--- src/rtl/alu_sequencer.sv ---
// rtl/alu_sequencer.sv - byte-stream command front-end and result back-end for the 8-bit ALU
module alu_sequencer #(
  parameter int EXEC_CYCLES = 1
) (
  input  logic        clk,
  input  logic        rst,
  input  logic        in_valid,
  output logic        in_ready,
  input  logic [7:0]  in_data,
  output logic [7:0]  alu_x,
  output logic [7:0]  alu_y,
  output logic [1:0]  alu_m,
  output logic [1:0]  alu_s,
  input  logic [15:0] alu_z,
  output logic        out_valid,
  input  logic        out_ready,
  output logic [7:0]  out_data,
  output logic        out_last,
  output logic        busy,
  output logic [7:0]  op_count
);

  if (EXEC_CYCLES < 1 || EXEC_CYCLES > 15) begin : g_bad_exec_cycles
    $error("alu_sequencer: EXEC_CYCLES must be in 1..15");
  end

  localparam logic [3:0] EXEC_INIT = 4'(EXEC_CYCLES - 1);

  typedef enum logic [2:0] {
    GET_X  = 3'd0,
    GET_Y  = 3'd1,
    GET_OP = 3'd2,
    EXEC   = 3'd3,
    OUT_LO = 3'd4,
    OUT_HI = 3'd5
  } state_t;

  state_t      state, state_next;
  logic [3:0]  exec_cnt;
  logic [15:0] result;
  logic        in_fire, out_fire;
  logic        unused_op_bits;

  // Opcode bits [7:4] carry no meaning for the ALU.
  assign unused_op_bits = ^in_data[7:4];

  assign in_fire  = in_valid & in_ready;
  assign out_fire = out_valid & out_ready;

  always_ff @(posedge clk or posedge rst) begin
    if (rst) state <= GET_X;
    else     state <= state_next;
  end

  always_comb begin
    state_next = state;
    case (state)
      GET_X:   if (in_fire) state_next = GET_Y;
      GET_Y:   if (in_fire) state_next = GET_OP;
      GET_OP:  if (in_fire) state_next = EXEC;
      EXEC:    if (exec_cnt == 4'd0) state_next = OUT_LO;
      OUT_LO:  if (out_fire) state_next = OUT_HI;
      OUT_HI:  if (out_fire) state_next = GET_X;
      default: state_next = GET_X;
    endcase
  end

  // All handshake outputs decode from the registered state only.
  always_comb begin
    in_ready  = 1'b0;
    out_valid = 1'b0;
    out_last  = 1'b0;
    busy      = 1'b0;
    out_data  = 8'h00;
    case (state)
      GET_X, GET_Y, GET_OP: in_ready = 1'b1;
      EXEC:    busy = 1'b1;
      OUT_LO: begin
        busy      = 1'b1;
        out_valid = 1'b1;
        out_data  = result[7:0];
      end
      OUT_HI: begin
        busy      = 1'b1;
        out_valid = 1'b1;
        out_last  = 1'b1;
        out_data  = result[15:8];
      end
      default: ;
    endcase
  end

  always_ff @(posedge clk or posedge rst) begin
    if (rst) begin
      alu_x    <= 8'h00;
      alu_y    <= 8'h00;
      alu_m    <= 2'b00;
      alu_s    <= 2'b00;
      exec_cnt <= 4'd0;
      result   <= 16'h0000;
      op_count <= 8'h00;
    end else begin
      case (state)
        GET_X:  if (in_fire) alu_x <= in_data;
        GET_Y:  if (in_fire) alu_y <= in_data;
        GET_OP: if (in_fire) begin
          alu_m    <= in_data[1:0];
          alu_s    <= in_data[3:2];
          exec_cnt <= EXEC_INIT;
        end
        EXEC: begin
          if (exec_cnt == 4'd0) result <= alu_z;
          else                  exec_cnt <= exec_cnt - 4'd1;
        end
        OUT_HI: if (out_fire) op_count <= op_count + 8'd1;
        default: ;
      endcase
    end
  end

endmodule

--- config.mk ---
export PLATFORM = sky130hd
export DESIGN_NAME = alu_sequencer
export DESIGN_NICKNAME = d
export VERILOG_FILES = /design/src/rtl/alu_sequencer.sv
export SDC_FILE = /design/constraint.sdc
export NUM_CORES = 1
export LEC_CHECK = 0
export BUFFER_PORTS_ARGS = -buffer_cell sky130_fd_sc_hd__buf_4
export CORE_MARGIN = 2
export CORE_UTILIZATION = 35
export CTS_CLUSTER_DIAMETER = 50
export CTS_CLUSTER_SIZE = 28
export DETAILED_ROUTE_END_ITERATION = 7
export REMOVE_ABC_BUFFERS = 1
export SLEW_MARGIN = 15
export SYNTH_ARGS = -nofsm -noshare
export SYNTH_HDL_FRONTEND = slang
export SYNTH_SLANG_ARGS = --single-unit
--- constraint.sdc ---
create_clock -name clk -period 1.75 [get_ports clk]
set_input_delay 0.4375 -clock clk [delete_from_list [all_inputs] [get_ports clk]]
set_output_delay 0.4375 -clock clk [all_outputs]
set_load 0.01 [all_outputs]
-- Yosys cells after proc, flatten, opt, wreduce, memory -nomap -nowiden
Index checks and enable logic that the tools add are counted.
Widths: inputs -> output; s select.
- add/subtract/negate cells: 2
- eq/ne operators: 12
- mux-type cells: 15
- bitwise logic cells: 2
- reductions and logical operators: 13
- operators with widths (cell ; number):
    $mux 3 ; 6
    $pmux 3 s6 ; 1
    $pmux 8 s2 ; 1
    $ne 2x2->1 const B ; 7
    $reduce_and 2->1 ; 5
    $add 8x1->8 const B ; 1
    $mux 4 ; 2
    $pmux 4 s2 ; 1
    $eq 3x2->1 const B ; 2
    $eq 3x3->1 const B ; 2
    $reduce_and 6->1 ; 1
    $reduce_or 3->1 ; 2
    $logic_not 4->1 ; 1
    $mux 1 ; 4
    $sub 4x1->4 const B ; 1
    $eq 3x1->1 const B ; 1
    $logic_not 3->1 ; 1
    $reduce_and 3->1 ; 1
    $and 1x1->1 ; 2
    $reduce_bool 2->1 ; 1
    $reduce_or 2->1 ; 1
- bits in registers: 51
- bits of input ports: 28
- output and inout bits: 40
- word-level logic and storage cells: 52

-- Depth between registers and ports, before layout
Gate-level depths: netlist of run 1.
- word-level depth: 6
- gate-level depth with buffers: 6
- mapped depth without buffers: 5

-- Worst setup path before layout of run 1
Ideal clock, no wire load.
- path type: register -> output
- start: register state[1]
- end: output port out_data[0]
- arrival time: 1179 ps
- data required time: 1312 ps
- setup slack: 133 ps
- cell stages (with the launch flop): 5
- path buffers: 2
- cells stage by stage: dfrtp_1 > buf_4 > or2b_1 > clkbuf_1 > nor2_1
- cells in the longest elaborated chain, start to end: 2
- elaborated cells between the ends (all ways): 3
- those cells by class: eq/ne: 2; mux: 1
- RTL lines (element ; line ; source):
    start, declared ; 38 ; state_t state, state_next;
    start signal, assigned ; 52 ; else state <= state_next;
    $eq 3x3->1 ; 75 ; case (state)
    $pmux 8 s2 * ; 75 ;
    end, declared ; 17 ; output logic [7:0] out_data,
Every way passes the cells marked *; elsewhere a longest branch is shown, timed or not.

-- Worst setup path after layout of run 1
- start: register state[2]
- end: output port out_data[6]
Same word-level chain as after synthesis.

==> results of run 1 <==
-- report_power, final --
group	internal (W)	switching, W
sequential	0.00171	0.000328
combinational	0.00144	0.00103
clock	0.000311	0.000362
total	0.00346	0.00172
-- logic make-up (layout without fill, tap and decap cells) --
family          after synthesis  count (layout)  synth area share
compound gates               13              13            0.0373
simple gates                 36              37             0.111
mux                          48              48             0.228
buf+inv                      13              95            0.0336
flops                        51              51             0.552
fa+ha+maj                     2               2            0.0108
xor+xnor                      7               7            0.0265
-- what timing repair did --
| item | 4_1_cts | 5_1_grt |
|---|---|---|
| endpoints found under the setup margin | 11 | 10 |
| pin swaps | 0 | 3 |
| resized for setup | 1 | 13 |
| hold endpoints to repair | 0 | 0 |
| gates cloned | 0 | 1 |
| buffers inserted | 2 | 2 |
-- registers in the layout, indices dropped and copies added, names as in the netlist --
| signal | cells |
|---|---|
| alu_m | 2 |
| alu_s | 2 |
| alu_x | 8 |
| alu_y | 8 |
| exec_cnt | 4 |
| op_count | 8 |
| result | 16 |
| state | 3 |
-- cell usage in the layout (no fill, tap or decap), types with 2 or more instances in the layout --
master	netlist	final
buf_4	1	79
or2b_4	0	2
xnor2_1	6	6
inv_1	5	4
dfrtp_1	51	51
o21ai_0	5	5
buf_12	0	2
nand3_1	3	3
buf_6	3	2
nor2_2	0	8
nand3b_1	2	2
mux2i_1	10	10
or3_1	2	2
nor3b_4	2	2
nand2_1	5	4
ha_1	2	2
nand4_1	2	2
and4_1	2	2
mux2_2	38	38
clkbuf_8	0	6
-- worst max-delay path: stages (launching register included) --
cell and delay (ns):
dfrtp_1 0.42, or2b_4 0.33, nor2_2 0.12, buf_4 0.12
-- through the flow --
stage | cells | hold slack, ns | area, um2
floorplan | 162 | 0.479 | 2250
global placement | 318 | 0.466 | 2970
detailed placement | 318 | 0.471 | 2970
CTS | 327 | 0.177 | 3070
global route | 330 | 0.183 | 3140
finish | 330 | 0.174 | 3140
-- cell type report --
class | instances | share of cell area
clock buffers | 6 | 0.0263
inverters | 5 | 0.00599
multi-input cells | 107 | 0.319
flip-flops and latches | 51 | 0.407
well taps | 77 | 0.0307
clock inverters | 1 | 0.00160
repair buffers | 83 | 0.209
-- layer usage --
layer / GRT usage / up-vias / wire [um]
met5: 0 / - / 0
met4: 0.0563 / 0 / 79
met3: 0.0389 / 7 / 278
met2: 0.203 / 40 / 2270
met1: 0.174 / 785 / 2010
li1: - / 762 / -
-- path summary, 6_finish.rpt --
path / from / endpoint / slack [ns] / cells past startpoint
setup reg to reg: state[2]$_DFFE_PP0P_ / alu_y[4]$_DFFE_PP0P_ / 0.12 / 5
setup / recovery: state[2]$_DFFE_PP0P_ / out_data[6] / 0.02 / 3
min in group clk: alu_z[7] / result[7]$_DFFE_PP0P_ / 0.36 / 2
hold / removal: rst / alu_x[7]$_DFFE_PP0P_ / 0.17 / 3
hold reg to reg: op_count[7]$_DFFE_PP0P_ / op_count[7]$_DFFE_PP0P_ / 0.47 / 1
max in group asynchronous: rst / result[3]$_DFFE_PP0P_ / 1.35 / 3
==> results.tsv, run 1 <==
metric	value	unit
status	finished clean	
most common cell in the netlist	dfrtp_1	
Yosys top cell by area	dfrtp_1	
area of the multi-input gates	1000	um2
layout cells sized above 1	0.585	
CP Max Fanout	5	
hold buffers post-CTS	0	
DR WL/cell	14.1	um
Unique masters post-synth	38	
Top FF cell, synth	dfrtp_1	
yosys warns	0	
Slew @ Worst Pin	0.318	ns
MaxCap Viol Count	0	
Setup crit end kind	output pin	
CTS buffer count	5	
Hold Crit Class	in -> async	
post-synthesis sequential area ratio	0.552	
via count	1594	
final net count	283	
synthesized area per cell	13.6	um2
worst vdd rail ir drop	0.000637	V
Die W	85.3	um
accumulated negative setup slack	0	ns
Lkg Pwr	1.49	nW
period utilization	0.991	
sequential cell area	1280	um2
Yosys top cell area share	0.552	
final setup fails	0	
total track usage	0.132	
vias in the first global route	1617	
Mapped Cells	170	
CTS tree	built	
number of synthesized flops with an enable pin	0	
TritonRoute pass-1 iters	4	
Initial Util	0.362	
clock root buffer	clkbuf_8	
synthesized area	2310	um2
data required time of the critical path	1.31	ns
Post-DP HPWL	3.30	mm
Filler Cell Count	594	
critical path type	reg -> out	
ys async rst share	1.00	
RSZ-0062 raised after global routing	yes	
Area Growth Syn to Fin	35.6	%
FP Rows	29	
FMAX	577	MHz
initial antenna violation count	0	
signal arrival time at the worst endpoint	1.30	ns
Worst Skew	0.00540	ns
clk sink count	51	
synth cell count leaders	51 x dfrtp_1, 38 x mux2_2, 10 x mux2i_1	
first-pass GRT wire length	7.56	mm
worst skew pair latency	0.30	ns
Synth area leaders	dfrtp_1 55%, mux2_2 19%, mux2i_1 4.3%	
Antenna Nets Post-Route	0	
Worst-path clk slew	0.09	ns
PortBufs	67	
vias per inst	4.83	
remaining routing DRC violations	0	
total wire length	4.64	mm
initial drt markers	90	
number of top-level pins	68	
GP Congestion	0.707	
clock buffer depth	2	
final setup margin	0.0164	ns
Die ar.	7270	um2
antenna fix cells	0	
Place WS	0.199	ns
grt ovf	0	
minimum clock period	1.73	ns
Startpoint Class	flip-flop	
Final Util	0.491	
Worst slew margin	0.788	
Die H	85.3	um
Power Density	1650	nW/um2
Power Total	0.00518	W
max-slew violations	0	
number of synthesized register bits	51	
core area	6390	um2
final hold vios	0	
pin count of the biggest net entering global routing	52	
htree depth	2	
Note: power is estimated with default switching activity, not from simulation.
==> run 2: changes to the inputs <==
- CTS_BUF_LIST: default -> sky130_fd_sc_hd__clkbuf_4
==> results.tsv, run 2 (synthesized netlist as in run 1, its figures left out) <==
metric	value	unit	change
Lkg Pwr	1.47	nW	was 1.49 nW
Most flops, register	result		unchanged
final hold vios	0		unchanged
RSZ-0062 raised after global routing	yes		unchanged
Power Density	1630	nW/um2	was 1650 nW/um2
Worst path max stage delay	0.42	ns	about the same
final setup margin	-0.0519	ns	was 0.0164 ns
Worst Skew	0.00612	ns	was 0.00540 ns
GP Congestion	0.707		unchanged
initial antenna violation count	0		unchanged
core area	6390	um2	unchanged
wl on met1	2.04	mm	was 2.01 mm
Hold Crit Class	in -> async		unchanged
Antenna Nets Post-Route	0		unchanged
commonest non-fill, non-tap cell in the layout	buf_4		unchanged
vias in the first global route	1647		was 1617
initial drt markers	46		was 90
status	complete, but fails checks		was finished clean
DR WL/cell	14.2	um	was 14.1 um
final setup fails	9		was 0
TritonRoute pass-1 iters	4		unchanged
max reg flops	16		unchanged
first-pass GRT wire length	7.76	mm	was 7.56 mm
Worst slew margin	0.788		about the same
Initial Util	0.362		unchanged
total wire length	4.66	mm	was 4.64 mm
final net count	282		was 283
Die W	85.3	um	unchanged
Worst-path clk slew	0.13	ns	was 0.09 ns
clk sink count	51		unchanged
accumulated negative setup slack	-0.390	ns	was 0 ns
vias per inst	4.79		was 4.83
FF-to-FF setup slack	0.10	ns	was 0.12 ns
antenna fix cells	0		unchanged
minimum clock period	1.80	ns	was 1.73 ns
max-slew violations	0		unchanged
CTS buffer count	5		unchanged
FMAX	555	MHz	was 577 MHz
CTS tree	built		unchanged
Startpoint Class	flip-flop		unchanged
signal arrival time at the worst endpoint	1.36	ns	was 1.30 ns
layout cells sized above 1	0.595		was 0.585
Area Growth Syn to Fin	35.6	%	unchanged
hold buffers post-CTS	0		unchanged
Die ar.	7270	um2	unchanged
metal3 WL	236	um	was 278 um
via count	1575		was 1594
worst vdd rail ir drop	0.000601	V	was 0.000637 V
Die H	85.3	um	unchanged
period utilization	1.03		was 0.991
PortBufs	67		unchanged
FP Rows	29		unchanged
htree depth	2		unchanged
metal2 WL	2.33	mm	was 2.27 mm
grt ovf	0		unchanged
critical path type	reg -> out		unchanged
RR Endpoint	alu_y[3]$_DFFE_PP0P_		was alu_y[4]$_DFFE_PP0P_
remaining routing DRC violations	0		unchanged
commonest cells after routing, fill and taps aside	74 x buf_4, 50 x dfrtp_1, 38 x mux2_2, 7 x mux2i_1		was 79 x buf_4, 51 x dfrtp_1, 38 x mux2_2, 10 x mux2i_1, 8 x nor2_2
clock buffer depth	2		unchanged
Worst Reg2Reg Path Length in Cells	5		unchanged
failing checks	negative setup slack		
pin count of the biggest net entering global routing	52		unchanged
worst path cell trace	buf_6 -> mux2i_2 -> nor2_2 -> buf_4		was or2b_4 -> nor2_2 -> buf_4
worst skew pair latency	0.35	ns	was 0.30 ns
data required time of the critical path	1.31	ns	about the same
Power Total	0.00512	W	was 0.00518 W
reg2reg start	state[2]$_DFFE_PP0P_		unchanged
Critical-path top delay cell	dfrtp_1		unchanged
clock root buffer	clkbuf_4		was clkbuf_8
Post-DP HPWL	3.30	mm	unchanged
CP Max Fanout	5		unchanged
total track usage	0.135		was 0.132
Slew @ Worst Pin	0.318	ns	about the same
number of top-level pins	68		unchanged
MaxCap Viol Count	0		unchanged
Setup crit end kind	output pin		unchanged
top routing layer in use	met4		unchanged
run 2: changes by cell type in the layout (fill, tap and decap cells not counted), moves of 2 or more:
cell      change
mux2i_1       -3
clkbuf_8      -6
mux2i_4       +2
buf_4         -5
clkbuf_4      +5
nor2_2        -2
buf_6         +4
run 2: metrics by stage:
stage | utilization | instance area (um2) | hold WS [ns] | instances | setup slack (ns)
final | 0.491 | 3140 | 0.102 | 329 | -0.0519
after global routing | 0.491 | 3140 | 0.0840 | 329 | -0.151
after CTS | 0.484 | 3090 | 0.101 | 329 | -0.0720
after detailed placement | 0.465 | 2970 | 0.471 | 318 | 0.199
after global placement | 0.465 | 2970 | 0.466 | 318 | 0.221
after floorplan | - | 2250 | 0.479 | 162 | 0.0666
run 2: cell type report:
class,count,area (um2)
multi-input combinational,107,1030
timing repair buffer,82,663
tap,77,96.3
fill,591,3250
sequential,51,1280
inverter,5,18.8
clock inverter,2,8.76
clock buffer,5,37.5
run 2: what timing repair did:
action	in CTS	in global routing
setup buffers	3	0
gates cloned	1	0
resized for setup	15	10
endpoints found under the setup margin	11	12
pin swaps	7	2
run 2: how the worst max path moves through the flow:
stage          cells past startpoint  slack [ns]                 start                   end
2_1_floorplan                      2        0.07  state[0]$_DFFE_PP0P_  alu_y[0]$_DFFE_PP0P_
3_3_place_gp                       3        0.22  state[2]$_DFFE_PP0P_           out_data[7]
3_5_place_dp                       3        0.20  state[2]$_DFFE_PP0P_           out_data[6]
4_1_cts                            3       -0.07  state[2]$_DFFE_PP0P_           out_data[6]
5_1_grt                            4       -0.15  state[0]$_DFFE_PP0P_           out_data[6]
6_report                           4       -0.05  state[0]$_DFFE_PP0P_           out_data[4]
run 2: critical path: cells and delay by family (launching register included):
kind	cells	cell delay, ns
multiplexers	1	0.23
AND/OR/NAND/NOR	1	0.06
flip-flops	1	0.42
buffers and inverters	2	0.31
run 2: metal layers:
layer | vias up | global-route usage
met4 | 0 | 0.0390
li1 | 766 | -
met1 | 772 | 0.180
met2 | 33 | 0.212
met3 | 4 | 0.0418
met5 | - | 0
run 2: where the power goes:
group          internal, W  total [W]  leakage (nW)  switching (W)
registers          0.00171    0.00207         0.618       0.000366
logic              0.00151    0.00256         0.821        0.00105
clock network     0.000143   0.000484        0.0285       0.000340
